===== src/rtl/servo_step_sequencer.sv =====
// Step-request sequencer for one tracking servo channel: queues signed step counts and
// replays them as slot-aligned forward/reverse/neutral command strobes with a neutral settle.
module servo_step_sequencer #(
  parameter int unsigned PERIOD_CYCLES  = 2000001,
  parameter int unsigned CMD_OFFSET     = 500000,
  parameter int unsigned SETTLE_PERIODS = 2,
  parameter int unsigned FIFO_DEPTH     = 4
) (
  input  logic                          PCLK,
  input  logic                          PRESET,
  input  logic                          push,
  input  logic [15:0]                   step_in,
  input  logic                          abort,
  output logic                          set_fwd,
  output logic                          set_rev,
  output logic                          set_neu,
  output logic                          busy,
  output logic                          done,
  output logic                          fifo_full,
  output logic [$clog2(FIFO_DEPTH):0]   fifo_count,
  output logic                          overflow,
  output logic [15:0]                   remaining
);

  localparam int unsigned PW = (PERIOD_CYCLES > 1) ? $clog2(PERIOD_CYCLES) : 1;
  localparam int unsigned AW = (FIFO_DEPTH > 1) ? $clog2(FIFO_DEPTH) : 1;
  localparam int unsigned CW = $clog2(FIFO_DEPTH) + 1;
  localparam int unsigned SW = $clog2(SETTLE_PERIODS + 1);

  localparam logic [1:0] IDLE   = 2'd0;
  localparam logic [1:0] RUN    = 2'd1;
  localparam logic [1:0] SETTLE = 2'd2;

  logic [1:0]    state;
  logic [PW-1:0] pcnt;
  logic [PW-1:0] pcnt_nxt;
  logic          slot_nxt;
  logic [SW-1:0] settle_cnt;
  logic          dir_neg;

  logic [15:0]   mem [FIFO_DEPTH];
  logic [AW-1:0] wr_ptr;
  logic [AW-1:0] rd_ptr;
  logic [15:0]   head;
  logic [15:0]   head_abs;
  logic          pop;
  logic          push_ok;

  // Strobes are registered, so decisions use the next counter value; a strobe is then
  // visible exactly in the cycle where pcnt == CMD_OFFSET.
  always_comb begin
    pcnt_nxt = (pcnt == PW'(PERIOD_CYCLES - 1)) ? '0 : pcnt + PW'(1);
    slot_nxt = (pcnt_nxt == PW'(CMD_OFFSET));
  end

  assign head      = mem[rd_ptr];
  assign head_abs  = head[15] ? (~head + 16'd1) : head;
  assign fifo_full = (fifo_count == CW'(FIFO_DEPTH));
  assign busy      = (state != IDLE);
  assign pop       = (state == IDLE) && (fifo_count != '0) && !abort;
  assign push_ok   = push && !fifo_full && !abort;

  always_ff @(posedge PCLK) begin
    if (push_ok && !PRESET) mem[wr_ptr] <= step_in;
  end

  always_ff @(posedge PCLK) begin
    if (PRESET) begin
      state      <= IDLE;
      pcnt       <= '0;
      settle_cnt <= '0;
      dir_neg    <= 1'b0;
      wr_ptr     <= '0;
      rd_ptr     <= '0;
      fifo_count <= '0;
      overflow   <= 1'b0;
      remaining  <= '0;
      set_fwd    <= 1'b0;
      set_rev    <= 1'b0;
      set_neu    <= 1'b0;
      done       <= 1'b0;
    end else begin
      pcnt    <= pcnt_nxt;
      set_fwd <= 1'b0;
      set_rev <= 1'b0;
      set_neu <= 1'b0;
      done    <= 1'b0;
      if (abort) begin
        set_neu    <= 1'b1;
        state      <= IDLE;
        settle_cnt <= '0;
        wr_ptr     <= '0;
        rd_ptr     <= '0;
        fifo_count <= '0;
        overflow   <= 1'b0;
        remaining  <= '0;
      end else begin
        if (push && fifo_full) overflow <= 1'b1;
        if (push_ok) wr_ptr <= wr_ptr + AW'(1);
        if (pop)     rd_ptr <= rd_ptr + AW'(1);
        if (push_ok && !pop)      fifo_count <= fifo_count + CW'(1);
        else if (pop && !push_ok) fifo_count <= fifo_count - CW'(1);

        case (state)
          IDLE: begin
            if (pop) begin
              remaining <= head_abs;
              dir_neg   <= head[15];
              state     <= RUN;
            end
          end
          RUN: begin
            if (slot_nxt) begin
              if (remaining != '0) begin
                set_fwd   <= !dir_neg;
                set_rev   <= dir_neg;
                remaining <= remaining - 16'd1;
              end else begin
                set_neu    <= 1'b1;
                settle_cnt <= SW'(SETTLE_PERIODS);
                state      <= SETTLE;
              end
            end
          end
          SETTLE: begin
            if (slot_nxt) begin
              settle_cnt <= settle_cnt - SW'(1);
              if (settle_cnt == SW'(1)) begin
                done  <= 1'b1;
                state <= IDLE;
              end
            end
          end
          default: state <= IDLE;
        endcase
      end
    end
  end

endmodule


===== config.mk =====
export PLATFORM = sky130hd
export DESIGN_NAME = servo_step_sequencer
export DESIGN_NICKNAME = d
export VERILOG_FILES = /design/src/rtl/servo_step_sequencer.sv
export SDC_FILE = /design/constraint.sdc
export NUM_CORES = 1
export LEC_CHECK = 0
export BUFFER_PORTS_ARGS = -buffer_cell sky130_fd_sc_hd__buf_2
export CAP_MARGIN = 20
export CORE_MARGIN = 5
export CORE_UTILIZATION = 30
export CTS_CLUSTER_DIAMETER = 30
export CTS_CLUSTER_SIZE = 28
export DETAILED_ROUTE_END_ITERATION = 16
export GPL_TIMING_DRIVEN = 0
export MAX_ROUTING_LAYER = met4
export SLEW_MARGIN = 20
export SYNTH_ARGS = -nofsm -noshare
export SYNTH_HDL_FRONTEND = slang
export SYNTH_SLANG_ARGS = --single-unit

===== constraint.sdc =====
create_clock -name PCLK -period 2.7 [get_ports PCLK]
set_input_delay 0.135 -clock PCLK [delete_from_list [all_inputs] [get_ports PCLK]]
set_output_delay 0.135 -clock PCLK [all_outputs]
set_load 0.1 [all_outputs]

-- After elaboration in Yosys (flattened, before gate mapping)
Memories as Yosys holds them, arrays and structs flattened. A register that Yosys moved wholly into a read port is not among the register bits.
Index checks and enable logic that the tools add are counted.
- bits in registers: 54
- bits in writable memories: 64
- bits of input ports: 20
- output and inout bits: 26
- word-level logic and storage cells: 93
- memories kept: 1
- add/sub/neg operators: 8
- equality and inequality tests: 12
- multiplexer cells: 25
- bitwise logic cells: 6
- reductions and logical operators: 28
- memories (memory ; depth ; bits a word ; read ports ; clocked after memory_dff ; write ports ; line ; source):
    mem ; 4 ; 16 ; 1 ; 1 ; 1 ; 41 ; logic [15:0] mem [FIFO_DEPTH];
- operator list (operator ; number):
    two-way mux 16 bit ; 4
    one-hot mux 16 bit (2 select lines) ; 1
    adder 21 x 1 -> 21 bit, second input constant ; 1
    == test 21 x 19 -> 1 bit, second input constant ; 1
    == test 21 bit, second input constant ; 1
    two-way mux 21 bit ; 1
    adder 16 x 1 -> 16 bit, second input constant ; 1
    two-way mux 2 bit ; 8
    inverter 16 bit ; 1
    nonzero test 16 bit ; 1
    subtractor 16 x 1 -> 16 bit, second input constant ; 1
    != test 2 bit, second input constant ; 6
    logical AND 1 bit ; 8
    AND reduction 4 bit ; 2
    nonzero test 2 bit ; 4
    two-way mux 1 bit ; 7
    logical NOT 1 bit ; 6
    two-way mux 3 bit ; 2
    one-hot mux 2 bit (3 select lines) ; 1
    inverter 1 bit ; 5
    AND reduction 5 bit ; 1
    OR reduction 5 bit ; 1
    adder 2 x 1 -> 2 bit, second input constant ; 2
    == test 2 x 1 -> 1 bit, second input constant ; 2
    11 further kinds ; 11

-- Logic depth before layout (Yosys ltp)
Gate-level depths: netlist of run 1.
- word-level depth: 8
- gate-level depth with buffers: 12
- gate-level depth less buffers: 10

-- Worst setup path before layout of run 1
No wires, ideal clock.
- path kind: register -> register
- start: register fifo_count[2]
- end: register fifo_count[2]
- setup time: 0.071 ns
- arrival time: 4.699 ns
- required time: 2.629 ns
- slack: -2.069 ns
- cell stages (with the launch flop): 10
- path buffers: 0
- period minus slack after synthesis: 4.769 ns
- path through: dfxtp_1 nor3b_1 nand2b_1 nor2_1 ha_1 inv_1 fa_1 xor2_1 or3_1 a21oi_1
- longest elaborated chain between the ends: 7
- elaborated cells on any way between the ends: 16
- classes of those cells: 2 x add/sub; 1 x eq/ne; 2 x mux; 11 x reduce/logical
- ends and longest elaborated chain (item ; line ; source):
    start, declared ; 20 ; output logic [$clog2(FIFO_DEPTH):0] fifo_count,
    start signal, assigned ; 101 ; if (push_ok && !pop) fifo_count <= fifo_count + CW'(1);
    start signal, assigned ; 102 ; else if (pop && !push_ok) fifo_count <= fifo_count - CW'(1);
    == test 3 bit * ; 58 ; assign fifo_full = (fifo_count == CW'(FIFO_DEPTH));
    named net fifo_full ; 19 ; output logic fifo_full,
    logical NOT 1 bit * ; 61 ; assign push_ok = push && !fifo_full && !abort;
    logical AND 1 bit * (2 in a row) ; 61 ;
    named net push_ok ; 47 ; logic push_ok;
    logical NOT 1 bit ; 102 ;
    logical AND 1 bit ; 102 ;
    nonzero test 2 bit (no line) ; n/a ;
The timed path passes the listed nets; every way through them passes the cells marked *. The select of a mux whose other input is x is not followed.
A chain may end at the register's enable or synchronous reset.

-- Final worst setup path of run 1
- start: register remaining[1]
- end: register remaining[0]
- longest elaborated chain between the ends: 3
- ends and longest elaborated chain (item ; line ; source):
    start, declared ; 22 ; output logic [15:0] remaining
    start signal, assigned ; 107 ; remaining <= head_abs;
    start signal, assigned ; 117 ; remaining <= remaining - 16'd1;
    nonzero test 16 bit ; 114 ; if (remaining != '0) begin
    != test 2 bit (no line) ; n/a ;
    AND reduction 4 bit (no line) ; n/a ;
No other way between the ends.

==> flow_summary.yaml, run 1 <==
logic_synthesis:
  synth-main-ff-cell: "edfxtp_1"
  syn_area_sq_um: 5990
  synth_edf_count: 64
  synth_top_area_cell: "edfxtp_1"
  synthDistinctLibCells: 64
  syn_area_per_cell_sq_um: 10.8
  netlist_instances: 556
  async_flop_share_pct: 0
  synth-xor-area-share_pct: 4.82
  synth_top_area_share_pct: 32.1
  yosys.area_share.adder_pct: 2.63
  synth-simple-area-share_pct: 19.1
  synthTopCellsByArea: "edfxtp_1, dfxtp_1, mux4_2"
  ys_warn_count: 0
  synthesis.nets: 588
  ys_ff_latch: 120
  synthMuxAreaShare_pct: 8.08
  synth_compound_area_share_pct: 10.8
  ys_seq_area_share_pct: 50.8
  synth_top_family_by_area: "simple AND/OR/NAND/NOR gates"
floorplanning:
  start_util_pct: 30.6
  core_sq_um: 19600
  io_pins: 46
  die_area_sq_um: 22900
  rows: 51
  die_y_um: 151
  die_w_um: 151
placed_design:
  gp_congestion: 0.869
  dp_hpwl_um: 10200
  io_buffer_count: 44
  dp_worst_setup_slack_ns: -0.527
clock_network:
  htree_levels: 4
  cts_buffers: 17
  clockBufferDepth: 2
  path_clk_slew_ns: 0.06
  cts_tree: "yes"
  cts.sinks: 120
  root_buffer: "clkbuf_16"
  clkLatencyLatePin_ns: 0.42
drt:
  vias: 4652
  drt_first_iter_violations: 290
  first_pass_iters: 4
  post_drt_wl_per_cell_um: 16.1
  via_per_inst: 5.01
  drc: 0
  ant_nets: 0
  drt-total-wl_um: 14900
timing:
  hold_viol: 0
  slew_viol_final: 0
  final.setup.worst_slack_ns: 0.0386
  skew_ns: 0.0101
  finalSetupTns_ns: 0
  whs_ns: 0.0857
  fmax_ghz: 0.376
  finalSetupViolCount: 0
  max-slew-margin-rel_pct: 41.5
  min_period_ns: 2.66
  rsz0062_at_grt: "yes"
  min_period_over_period_pct: 98.6
  tightest_slew_ns: 0.877
outcome:
  status: "completed"
worst_setup_path:
  rr_worst_depth: 10
  required_ns: 3.00
  arrival_ns: 2.96
  crit_slowest_cell: "or4_4"
  crit_path_max_incr_delay_ns: 0.53
  crit_path_start_kind: "flop"
  critical_path_class: "flop to flop"
  endpoint_kind: "flop"
  critical_path.cell_chain: "inv_4, ha_4, or4b_4, or4_4, nor3b_4, a211oi_2, nand4_1, buf_6, a22oi_2, o221a_2"
  rrSetupSlack_ns: 0.04
  rr_endpoint: "remaining[0]"
  crit_fanout: 5
  worstReg2RegStart: "remaining[1]"
pwr:
  peakVddDrop_v: 0.000523
  p_total_mw: 4.74
  power_density_nw_per_um2: 611
  leakagePower_nw: 2.74
min_path:
  min_path_cells: 3
  hp-class: "primary input to flop"
  holdCritStartpoint: "abort"
  holdPathEnd: "set_neu"
global_routing:
  grt_overflow: 0
  grt_usage_pct: 13.7
  antenna_found_initial: 0
  grt_max_degree: 17
  first_global_vias: 4466
  grt_pass1_wl_um: 23800
finish:
  n_fill_cell: 1888
  area_growth_pct: 29.3
  post-route-util_pct: 39.6
  num-nets-final: 683
  layout-drive-gt1-share_pct: 30.9
  diodes: 0
run:
  drv_cap: 0
## per-stage QoR
stage / instance area [sq um] / std cells
floorplan: 6080 / 556
global placement: 6630 / 865
detailed placement: 6630 / 865
CTS: 7530 / 921
global route: 7750 / 929
finish: 7750 / 929
## critical path, delay by kind of cell (launching register included)
| family | cells | cell delay (ns) |
|---|---|---|
| AO/OA/AOI/OAI | 3 | 0.41 |
| adder cells (fa/ha/maj) | 1 | 0.14 |
| buffers and inverters | 2 | 0.21 |
| flip-flops | 1 | 0.36 |
| AND/OR/NAND/NOR | 4 | 1.42 |
## cell usage after synthesis (2+ instances only)
cell and n:
o211ai_1 3, nand3_1 20, mux2_2 3, o21ai_0 21, xnor2_1 19, o32ai_1 6, or4_1 3, nor4b_1 2
a21oi_1 35, nor3_1 21, edfxtp_1 64, and4_1 4, mux2i_1 9, o22ai_1 7, a31oi_1 5, ha_1 11
o21a_1 3, or3_1 3, a22oi_1 2, and3_1 3, nand2b_1 5, nor4_1 9, or4_4 2, nor4_4 2
mux4_2 16, a211oi_1 4, nand4_1 11, dfxtp_1 56, or2_2 8, nor3b_1 4, nor2_1 63, buf_2 9
inv_1 20, and2_1 5, clkbuf_1 18, nand3b_1 2, a2bb2oi_1 2, o41ai_1 3, buf_4 2, xor2_1 14
nand2_1 34
## timing repair
action,in CTS,in global routing
hold endpoints to repair,65,0
setup endpoints to repair,27,23
gates resized for setup,24,40
pin swaps,10,17
hold buffers,17,0
setup buffers,9,8
## report_power, final
group	total [mW]	switching [mW]	internal, mW	leakage [nW]
Sequential	1.98	0.0275	1.95	1.04
Clock	2.17	0.881	1.29	0.272
Combinational	0.588	0.361	0.228	1.43
Total	4.74	1.27	3.47	2.74
## final cells by class
cell class                 instances  area (sq um)  area share (%)
buffer                            29           174            2.24
sequential                       120          3080            39.7
inverter                          21          85.1            1.10
clock buffer                      18           429            5.54
multi-input combinational        384          2990            38.6
clock inverter                    14           139            1.79
timing repair buffer              78           522            6.73
tap                              265           332            4.28
## kinds of logic after synthesis
family	after synthesis
AOI/OAI and AO/OA	101
xor gates and xnor gates	33
adders and majority gates	12
buffers and inverters	52
DFF	120
muxes	28
and+or+nand+nor	210
## state kept, by name (all words and copies together), names as in the netlist, named ones only
register,cells
dir_neg,1
done,1
fifo_count,3
mem,64
overflow,1
pcnt,21
rd_ptr,2
remaining,16
set_fwd,1
set_neu,1
set_rev,1
settle_cnt,2
state,2
wr_ptr,2
## layout by cell type, fill, tap and decap left out, drive strengths merged, types with 4 or more instances in the layout
master / Yosys / layout
and2: 5 / 5
o22ai: 7 / 7
edfxtp: 64 / 64
o21ai: 21 / 21
nor3b: 5 / 5
a31oi: 5 / 5
or4: 5 / 5
dfxtp: 56 / 56
nand4: 12 / 12
mux4: 16 / 16
and4: 4 / 4
a21oi: 35 / 35
o21a: 4 / 4
a211oi: 4 / 4
ha: 11 / 11
nor2: 64 / 64
inv: 20 / 27
nand3: 20 / 20
dlygate4sd3: 0 / 17
nor4: 12 / 12
xnor2: 19 / 19
or2: 8 / 8
nand2b: 5 / 5
buf: 12 / 72
clkbuf: 19 / 36
mux2i: 9 / 9
nor3: 22 / 22
xor2: 14 / 14
clkinv: 1 / 4
nand2: 34 / 34
o32ai: 7 / 7
## worst max path at each step
stage                        from       endpoint
floorplan           fifo_count[2]  fifo_count[2]
global placement         pcnt[14]   remaining[9]
detailed placement       pcnt[14]   remaining[9]
CTS                          flop  remaining[12]
global route         remaining[1]   remaining[0]
finish               remaining[1]   remaining[0]
## layer usage
layer	wire, um	track usage, %	share of wire (%)	vias up
met2	7490	22.5	50	135
met5	0	-	0	-
met3	805	3.44	5.4	24
met1	6370	16.8	43	2228
li1	-	-	-	2265
met4	293	3.90	2.0	0
Note: power is estimated with default switching activity, not from simulation.
==> inputs of run 2 (changes only) <==
Settings changed: RECOVER_POWER from default to 100.
==> flow_summary.yaml, run 2 (synthesis results as in run 1) <==
outcome:
  status: "completed"
clock_network:
  clkLatencyLatePin_ns: 0.42
  root_buffer: "clkbuf_16"
  cts.sinks: 120
  htree_levels: 4
  path_clk_slew_ns: 0.06
  cts_buffers: 17
  cts_tree: "yes"
  clockBufferDepth: 2
timing:
  max-slew-margin-rel_pct: 14.3
  fmax_ghz: 0.375
  rsz0062_at_grt: "yes"
  slew_viol_final: 0
  final.setup.worst_slack_ns: 0.0319
  skew_ns: 0.0101
  hold_viol: 0
  whs_ns: 0.0792
  tightest_slew_ns: 1.29
  finalSetupViolCount: 0
  min_period_ns: 2.67
  min_period_over_period_pct: 98.8
global_routing:
  grt_pass1_wl_um: 23800
  grt_usage_pct: 13.7
  grt_max_degree: 17
  grt_overflow: 0
  first_global_vias: 4466
  antenna_found_initial: 0
drt:
  via_per_inst: 5.00
  drt-total-wl_um: 15000
  drc: 0
  ant_nets: 0
  first_pass_iters: 5
  vias: 4646
  drt_first_iter_violations: 280
  post_drt_wl_per_cell_um: 16.1
pwr:
  peakVddDrop_v: 0.000525
  clkPwrFrac_pct: 45.9
  internal_power_mw: 3.45
  leakagePower_nw: 2.58
  combPwrFrac_pct: 12.2
  switchingPower_mw: 1.27
  power_density_nw_per_um2: 616
  switching_share_pct: 26.9
  seq_power_share_pct: 41.9
floorplanning:
  die_w_um: 151
  die_y_um: 151
  io_pins: 46
  start_util_pct: 30.6
  die_area_sq_um: 22900
  core_sq_um: 19600
  rows: 51
finish:
  area_growth_pct: 27.9
  final_common_cell: "edfxtp_1"
  seq_area_sq_um: 3070
  diodes: 0
  multi_input_area_sq_um: 2970
  reg_top3: "mem x64, pcnt x21, remaining x16"
  num-nets-final: 683
  layout-drive-gt1-share_pct: 23.9
  post-route-util_pct: 39.1
  n_fill_cell: 1910
  final_cell_mix: "edfxtp_1, nor2_1, clkbuf_1"
  largest_register_ffs: 64
  regMostFlops: "mem"
  fin_cells: 929
worst_setup_path:
  rr_endpoint: "remaining[0]"
  critical_path.cell_chain: "inv_2, ha_4, or4b_4, or4_4, nor3b_4, a211oi_2, nand4_1, buf_6, a22oi_2, o221a_2"
  worstReg2RegStart: "remaining[0]"
  required_ns: 3.00
  endpoint_kind: "flop"
  endpoint: "remaining[0]"
  crit_path_max_incr_delay_ns: 0.53
  crit_fanout: 5
  critical_path_class: "flop to flop"
  rrSetupSlack_ns: 0.03
  crit_path_start_kind: "flop"
  crit_slowest_cell: "or4_4"
  critPathLaunch: "remaining[0]"
  rr_worst_depth: 10
  arrival_ns: 2.97
run:
  drv_cap: 0
placed_design:
  io_buffer_count: 44
  dp_hpwl_um: 10200
  dp_worst_setup_slack_ns: -0.527
  gp_congestion: 0.869
  dp_cells: 865
min_path:
  hp-class: "primary input to flop"
[run 2: changes by cell type in the layout (fill, tap and decap cells not counted), moves of 3 or more]
| cell | before | now |
|---|---|---|
| and2_1 | 5 | 2 |
| buf_2 | 48 | 8 |
| and2_0 | 0 | 3 |
| clkbuf_1 | 15 | 57 |
| buf_4 | 19 | 16 |
[run 2: cell type report]
cell class / instances / share of cell area, %
buffer: 29 / 2.24
tap: 265 / 4.33
clock buffer: 18 / 5.60
sequential: 120 / 40.1
inverter: 21 / 1.08
clock inverter: 14 / 1.81
multi-input combinational: 384 / 38.8
timing repair buffer: 78 / 6.06
[run 2: worst min path at each step]
stage	start	end	slack, ns	depth (start not counted)
floorplan	step_in[0]	mem[0][0]	0.23	0
global placement	step_in[2]	mem[2][2]	0.35	1
detailed placement	step_in[4]	mem[2][4]	0.35	1
CTS	abort	set_neu	0.07	3
global route	abort	set_neu	0.07	3
finish	abort	set_neu	0.08	3
[run 2: metal layers]
layer	vias up	routed length (um)	global-route usage, %
met3	25	831	3.44
met1	2223	6370	16.8
met2	131	7510	22.5
met5	-	0	-
met4	0	294	3.90
li1	2267	-	-
[run 2: critical path: cells and delay by family (launching register included)]
kind	cells	cell delay, ns
simple gates	4	1.43
fa+ha+maj	1	0.13
flops	1	0.36
buf+inv	2	0.22
compound gates	3	0.41
[run 2: timing repair]
item                                    CTS  global route
pin swaps                                10            17
endpoints found under the setup margin   27            23
hold buffers                             17             0
resized for setup                        24            40
buffers inserted                          9             8
hold endpoints to repair                 65             0
[run 2: metrics by stage]
stage               power, mW  TNS (ns)  cell area (sq um)
CTS                      4.74         0               7530
floorplan                2.39    -0.181               6080
finish                   4.72         0               7660
detailed placement       2.52     -9.82               6630
global route             4.90    -0.287               7660
global placement         2.52     -9.48               6630
[run 2: power groups by stage]
stage	logic, mW	clock network, mW	registers [mW]
floorplan	0.304	0	2.09
global placement	0.500	0	2.01
detailed placement	0.501	0	2.02
CTS	0.549	2.21	1.98
global route	0.622	2.30	1.98
finish	0.575	2.17	1.98
